[config.mk]
export PLATFORM = sky130hd
export DESIGN_NAME = bus_arbiter
export DESIGN_NICKNAME = d
export VERILOG_FILES = /design/src/rtl/bus_arbiter.sv
export SDC_FILE = /design/constraint.sdc
export NUM_CORES = 1
export LEC_CHECK = 0
export BUFFER_PORTS_ARGS = -buffer_cell sky130_fd_sc_hd__buf_4
export CORE_MARGIN = 4
export CORE_UTILIZATION = 35
export DETAILED_ROUTE_END_ITERATION = 10
export PLACE_DENSITY = 0.69
export SYNTH_ARGS = -nofsm -noshare
export SYNTH_HDL_FRONTEND = slang
export SYNTH_SLANG_ARGS = --single-unit
[constraint.sdc]
create_clock -name clock -period 2.9 [get_ports clock]
set_input_delay 0.87 -clock clock [delete_from_list [all_inputs] [get_ports clock]]
set_output_delay 0.87 -clock clock [all_outputs]
set_load 0.02 [all_outputs]
[src/rtl/bus_arbiter.sv]
// bus_arbiter
//   Arbitrates the 6502 core (cpu_*) and the video scanout reader (vid_*)
//   onto one synchronous single-port RAM (mem_*). Each access runs a fixed
//   IDLE -> ADDR -> DATA sequence. Under contention the master that was not
//   granted last wins, so grants strictly alternate.
//
//   Ports
//     clock, reset          system clock, asynchronous active-high reset
//     cpu_req/we/addr/wdata CPU request, held until cpu_ready
//     cpu_rdata, cpu_ready  CPU read data (held) and one-cycle completion pulse
//     vid_req/addr          video read request, held until vid_ready
//     vid_rdata, vid_ready  video read data (held) and one-cycle completion pulse
//     mem_addr/wdata/we     registered RAM address, write data, write strobe
//     mem_rdata             RAM read data, valid one cycle after the address edge
module bus_arbiter #(
  parameter int ADDR_WIDTH = 16,
  parameter int DATA_WIDTH = 8
) (
  input  logic                  clock,
  input  logic                  reset,
  input  logic                  cpu_req,
  input  logic                  cpu_we,
  input  logic [ADDR_WIDTH-1:0] cpu_addr,
  input  logic [DATA_WIDTH-1:0] cpu_wdata,
  output logic [DATA_WIDTH-1:0] cpu_rdata,
  output logic                  cpu_ready,
  input  logic                  vid_req,
  input  logic [ADDR_WIDTH-1:0] vid_addr,
  output logic [DATA_WIDTH-1:0] vid_rdata,
  output logic                  vid_ready,
  output logic [ADDR_WIDTH-1:0] mem_addr,
  output logic [DATA_WIDTH-1:0] mem_wdata,
  output logic                  mem_we,
  input  logic [DATA_WIDTH-1:0] mem_rdata
);

  typedef enum logic [1:0] {
    IDLE,
    ADDR,
    DATA
  } state_t;

  typedef enum logic {
    MST_CPU,
    MST_VID
  } master_t;

  state_t                  state, state_n;
  // last doubles as "owner of the access in flight" while in ADDR/DATA,
  // because it is updated on every grant.
  master_t                 last, last_n;
  // mem_we is only high during ADDR, so the direction is kept separately
  // for the decision made in DATA.
  logic                    acc_we, acc_we_n;
  logic [ADDR_WIDTH-1:0]   mem_addr_n;
  logic [DATA_WIDTH-1:0]   mem_wdata_n;
  logic                    mem_we_n;
  logic [DATA_WIDTH-1:0]   cpu_rdata_n, vid_rdata_n;
  logic                    cpu_ready_n, vid_ready_n;

  logic cpu_elig, vid_elig;
  logic grant_cpu, grant_vid;

  // A request seen in its own ready cycle is the tail of the access just
  // completed, not a new one.
  assign cpu_elig  = cpu_req & ~cpu_ready;
  assign vid_elig  = vid_req & ~vid_ready;
  assign grant_cpu = cpu_elig & (~vid_elig | (last == MST_VID));
  assign grant_vid = vid_elig & (~cpu_elig | (last == MST_CPU));

  always_comb begin
    state_n     = state;
    last_n      = last;
    acc_we_n    = acc_we;
    mem_addr_n  = mem_addr;
    mem_wdata_n = mem_wdata;
    mem_we_n    = 1'b0;
    cpu_rdata_n = cpu_rdata;
    vid_rdata_n = vid_rdata;
    cpu_ready_n = 1'b0;
    vid_ready_n = 1'b0;

    case (state)
      IDLE: begin
        if (grant_cpu) begin
          mem_addr_n  = cpu_addr;
          mem_wdata_n = cpu_wdata;
          mem_we_n    = cpu_we;
          acc_we_n    = cpu_we;
          last_n      = MST_CPU;
          state_n     = ADDR;
        end else if (grant_vid) begin
          mem_addr_n  = vid_addr;
          acc_we_n    = 1'b0;
          last_n      = MST_VID;
          state_n     = ADDR;
        end
      end

      ADDR: begin
        state_n = DATA;
      end

      DATA: begin
        if (last == MST_CPU) begin
          cpu_ready_n = 1'b1;
          if (!acc_we) begin
            cpu_rdata_n = mem_rdata;
          end
        end else begin
          vid_ready_n = 1'b1;
          vid_rdata_n = mem_rdata;
        end
        state_n = IDLE;
      end

      default: begin
        state_n = IDLE;
      end
    endcase
  end

  always_ff @(posedge clock or posedge reset) begin
    if (reset) begin
      state     <= IDLE;
      last      <= MST_VID;
      acc_we    <= 1'b0;
      mem_addr  <= '0;
      mem_wdata <= '0;
      mem_we    <= 1'b0;
      cpu_rdata <= '0;
      vid_rdata <= '0;
      cpu_ready <= 1'b0;
      vid_ready <= 1'b0;
    end else begin
      state     <= state_n;
      last      <= last_n;
      acc_we    <= acc_we_n;
      mem_addr  <= mem_addr_n;
      mem_wdata <= mem_wdata_n;
      mem_we    <= mem_we_n;
      cpu_rdata <= cpu_rdata_n;
      vid_rdata <= vid_rdata_n;
      cpu_ready <= cpu_ready_n;
      vid_ready <= vid_ready_n;
    end
  end

  a_ready_exclusive: assert property (@(posedge clock) disable iff (reset)
    !(cpu_ready && vid_ready));

  a_we_cpu_addr_only: assert property (@(posedge clock) disable iff (reset)
    mem_we |-> (state == ADDR && last == MST_CPU));

endmodule
# Word-level counts from Yosys, hierarchy flattened

Cells that the tools add are included.

Input bits: 53
Word-level logic and storage cells: 46
Bits in registers: 47
Latch bits: 0
Memory bits (writable): 0
Memories kept: 0
Output and inout bits: 43
Bits in read-only memories: 0

$mul: 0
Reduce and logical (&&, ||, !) cells: 6
Multiplexer cells: 15
Bitwise logic cells: 12
Divide/modulo/power cells: 0
Eq/ne operators: 3
Add/sub/neg operators: 0
$lt $le $gt $ge: 0
Shifts and indexed selects: 0

Operator list:

| kind                                           | count |
|---|---|
| two-way mux 16 bit                             | 2 |
| two-way mux 1 bit                              | 10 |
| NOT 1 bit                                      | 6 |
| AND reduction 2 bit                            | 3 |
| AND 1 bit                                      | 4 |
| two-way mux 2 bit                              | 2 |
| case mux 2 bit (2 select lines)                | 1 |
| inequality test 3 bit (second input constant)  | 1 |
| AND reduction 3 bit                            | 1 |
| == test 2 x 1 -> 1 bit (second input constant) | 1 |
| == test 2 bit (second input constant)          | 1 |
| zero test 2 bit                                | 1 |
| OR 1 bit                                       | 2 |
| nonzero test 2 bit                             | 1 |

# Longest topological paths before layout

Depth after elaboration: 8
Gate-level depth with buffers: 5

# Worst setup path after synthesis

No wires, ideal clock.

Path kind: input port to flip-flop
Start: in vid_req
End: reg mem_wdata[0]
Path buffers: 1
Setup slack: 809 ps
Cell stages on the path: 4
Arrival time: 1,966 ps
Required time: 2,775 ps
Library setup time: 125 ps
Path through: nor3b_1 -> or3_4 -> buf_6 -> mux2_4

Cells in the longest elaborated chain, start to end: 5

Ends and longest elaborated chain:

| item                          | line | text |
|---|---|---|
| start, declared               | 27   | `input logic vid_req,` |
| AND 1 bit                     | 67   | `assign vid_elig = vid_req & ~vid_ready;` |
| NOT 1 bit                     | 68   | `assign grant_cpu = cpu_elig & (~vid_elig \| (last == MST_VID));` |
| OR 1 bit                      | 68   |  |
| AND 1 bit                     | 68   |  |
| AND reduction 2 bit (no line) | -    |  |
| end signal, assigned          | 140  | `mem_wdata <= mem_wdata_n;` |
| end, declared                 | 32   | `output logic [DATA_WIDTH-1:0] mem_wdata,` |

Every way passes these cells.
A chain may end at the register's enable or synchronous reset.

# Worst setup path after layout

Start: reg state[1]
End: reg mem_wdata[6]

Cells in the longest elaborated chain, start to end: 2

Ends and longest elaborated chain:

| item                          | line | text |
|---|---|---|
| start, declared               | 48   | `state_t state, state_n;` |
| start signal, assigned        | 136  | `state <= state_n;` |
| zero test 2 bit               | 83   | `case (state)` |
| AND reduction 2 bit (no line) | -    |  |

Every way passes these cells.

==> impl_metrics.py <==
metrics = {
    "outcome": {
        "outcome": "finished, final reports clean",
    },
    "clocking": {
        "cts.sinks": 47,
        "ctsResizeCount": 0,
        "worstSkewPairLatency_ns": 0.30,
        "post_cts_buffers": 0,
        "cts_hold_buf": 0,
        "cts.clk_slew.worst_paths_ns": 0.09,
        "cts_tree": "yes",
        "cts_root_buf": "clkbuf_8",
        "h-tree-depth": 2,
        "clk_path_buf_depth": 2,
        "numCtsBuffers": 5,
    },
    "critical_path": {
        "critPathKind": "register to register",
        "cp.required_ns": 3.09,
        "crit_path_max_fanout": 18,
        "cp.arrival_ns": 2.23,
        "crit_chain": "or2_0 > or3_4 > mux2_2",
        "critPathMaxStageDelay_ns": 0.80,
        "cp-end-kind": "register",
        "path_buf_inv": 0,
        "crit_slowest_cell": "or2_0",
        "cp_top_family": "simple AND/OR/NAND/NOR gates",
        "worstSetupStartpointType": "register",
    },
    "floorplan": {
        "io_pins": 96,
        "rows": 28,
        "initial_utilization": 0.363,
        "die_y_um": 86.6,
        "die_w_um": 86.6,
        "core-area_sq_um": 5960,
        "die-area_sq_um": 7510,
    },
    "final_layout": {
        "finalInstanceArea_sq_um": 3060,
        "num-nets-final": 313,
        "area_growth_pct": 41.2,
        "antennaDiodeCount": 0,
        "drive_above_1_share": 0.529,
        "num-fill-cells": 551,
    },
    "yosys": {
        "synth-seq-area-share": 0.544,
        "avgSynthCellArea_sq_um": 12.8,
        "yosysTopAreaCell": "dfrtp_1",
        "yosysWarnings": 0,
        "ys_ff_latch": 47,
        "netlist-cell-type-count": 25,
        "synth_fp_nets": 222,
        "synth_top_area_share": 0.532,
        "synthesis.instances": 169,
        "synth.area.top_cells": "dfrtp_1 (53%), mux2_2 (8.8%), a221oi_1 (6.5%)",
        "syn_area_sq_um": 2160,
    },
    "sta": {
        "tns_ns": 0,
        "setup_slack_ns": 0.857,
        "max_freq_mhz": 489,
        "setup_viol": 0,
        "rsz0062_at_grt": "no",
        "fin_skew_ns": 0.00524,
        "period_share": 0.705,
        "period_needed_ns": 2.04,
        "drv_slew": 0,
        "maxSlewHeadroom": 0.312,
        "max_slew.worst_pin.slew_ns": 1.03,
        "hold_viol": 0,
    },
    "place": {
        "place_congestion": 0.721,
        "dpl_cell_area_sq_um": 2940,
        "dp_hpwl_um": 3910,
        "dp_slack_ns": 0.756,
        "portBuffers": 95,
    },
    "power": {
        "comb_power_share": 0.512,
        "sw_frac_of_total": 0.375,
        "pwr-share-clk": 0.145,
        "switching_power_uw": 1300,
        "p_seq_frac": 0.343,
        "irDropWorstVdd_v": 0.000501,
        "p_leak_uw": 0.00147,
        "intPower_uw": 2160,
        "p_per_area_nw_per_um2": 1130,
    },
    "detailed_routing": {
        "wirelength_um": 5540,
        "vias_per_cell": 5.26,
        "drtIter0Drc": 77,
        "vias": 1768,
        "wl_per_cell_um": 16.5,
        "antenna_violating_nets_post_route": 0,
        "drc": 0,
        "firstDrtPassIters": 4,
    },
    "global_routing": {
        "antenna_found_initial": 0,
        "grtUsageTotal": 0.153,
        "grt_pass1_vias": 1922,
        "grt_max_degree": 48,
        "grt-ovfl-total": 0,
        "grt_pass1_wl_um": 9140,
    },
    "run": {
        "maxCapViolCount": 0,
    },
    "min_path": {
        "hp-class": "register to register",
    },
}
## metal layers
layer  GRT usage  wire length [um]  vias up
li1            -                 -      818
met1       0.180              2210      875
met2       0.267              2820       73
met3      0.0485               490        2
met4      0.0425                14        0
met5           0                 0        -
## layout make-up
class                   count  area, sq um  area share
flip-flops and latches     47         1180       0.385
multi-input cells         102          902       0.295
repair buffers            100          751       0.246
well taps                  75         93.8      0.0307
clock buffers               6         82.6      0.0270
clock inverters             2         35.0      0.0115
inverters                   4         15.0     0.00491
## metrics by stage
step | util | hold slack (ns) | cells | total power, uW
floorplan | - | 0.431 | 169 | 2300
global placement | 0.493 | 0.446 | 328 | 2960
detailed placement | 0.493 | 0.458 | 328 | 3000
CTS | 0.513 | 0.471 | 336 | 3510
global route | 0.513 | 0.504 | 336 | 3680
finish | 0.513 | 0.468 | 336 | 3460
## flip-flops by register name, indices dropped and copies added (netlist names)
register and count:
vid_ready 1, state 2, mem_wdata 8, cpu_ready 1
vid_rdata 8, mem_addr 16, acc_we 1, last 1
mem_we 1, cpu_rdata 8
## power by group through the flow
| stage | Combinational, uW | Clock [uW] | Sequential, uW |
|---|---|---|---|
| 6_report | 1770 | 501 | 1190 |
| 3_5_place_dp | 1800 | 0 | 1200 |
| 2_1_floorplan | 774 | 0 | 1520 |
| 4_1_cts | 1800 | 519 | 1190 |
| 5_1_grt | 1910 | 543 | 1230 |
| 3_3_place_gp | 1770 | 0 | 1190 |
## placed cells by master (no fill, tap or decap)
cell type    n
nor2_1       1
nor3b_2      1
mux2_2      17
or3_4        1
a221oi_1    16
clkinv_2     1
dfrtp_1     46
nand2b_1     2
buf_4      100
o21a_1       1
or2_0        1
or3b_2       1
nand3b_1     1
a21oi_2      1
clkbuf_8     6
nor3b_1      1
bufinv_16    1
mux2_4       7
dfstp_2      1
inv_1        3
a2bb2oi_1   16
and2_1       1
nor2b_1      1
inv_2        1
o22ai_1      1
and3b_1     16
o21ai_0     16
## cells in the mapped netlist
| master | instances |
|---|---|
| nor2_1 | 1 |
| a221oi_1 | 16 |
| mux2_2 | 17 |
| o21ai_0 | 16 |
| or3b_2 | 1 |
| a21oi_2 | 1 |
| nand2b_1 | 2 |
| dfstp_2 | 1 |
| o22ai_1 | 1 |
| nand3b_1 | 1 |
| buf_6 | 1 |
| nor2b_1 | 1 |
| dfrtp_1 | 46 |
| nor3b_1 | 2 |
| clkbuf_2 | 1 |
| buf_2 | 5 |
| a2bb2oi_1 | 16 |
| inv_1 | 4 |
| clkbuf_1 | 9 |
| o21a_1 | 1 |
| or2_0 | 1 |
| or3_4 | 1 |
| and2_1 | 1 |
| and3b_1 | 16 |
| mux2_4 | 7 |
## logic make-up (layout without fill, tap and decap cells)
family / Yosys count / count (layout) / share of synthesized area
buffers and inverters: 20 / 112 / 0.0416
AO/OA/AOI/OAI: 51 / 51 / 0.177
multiplexers: 24 / 24 / 0.137
flip-flops: 47 / 47 / 0.544
AND/OR/NAND/NOR: 27 / 27 / 0.101
## final timing paths
path / startpoint / end / slack, ns / cells after the start
worst max-delay path: state[1] / mem_wdata[6] / 0.86 / 3
worst min-delay path: state[1] / state[1] / 0.47 / 1
worst max register to register: state[1] / mem_wdata[6] / 0.86 / 3
worst min register to register: state[1] / state[1] / 0.47 / 1
max in group asynchronous: reset / mem_addr[7] / 1.77 / 3
min in group asynchronous: reset / vid_rdata[3] / 0.73 / 3
Note: power is estimated with default switching activity, not from simulation.
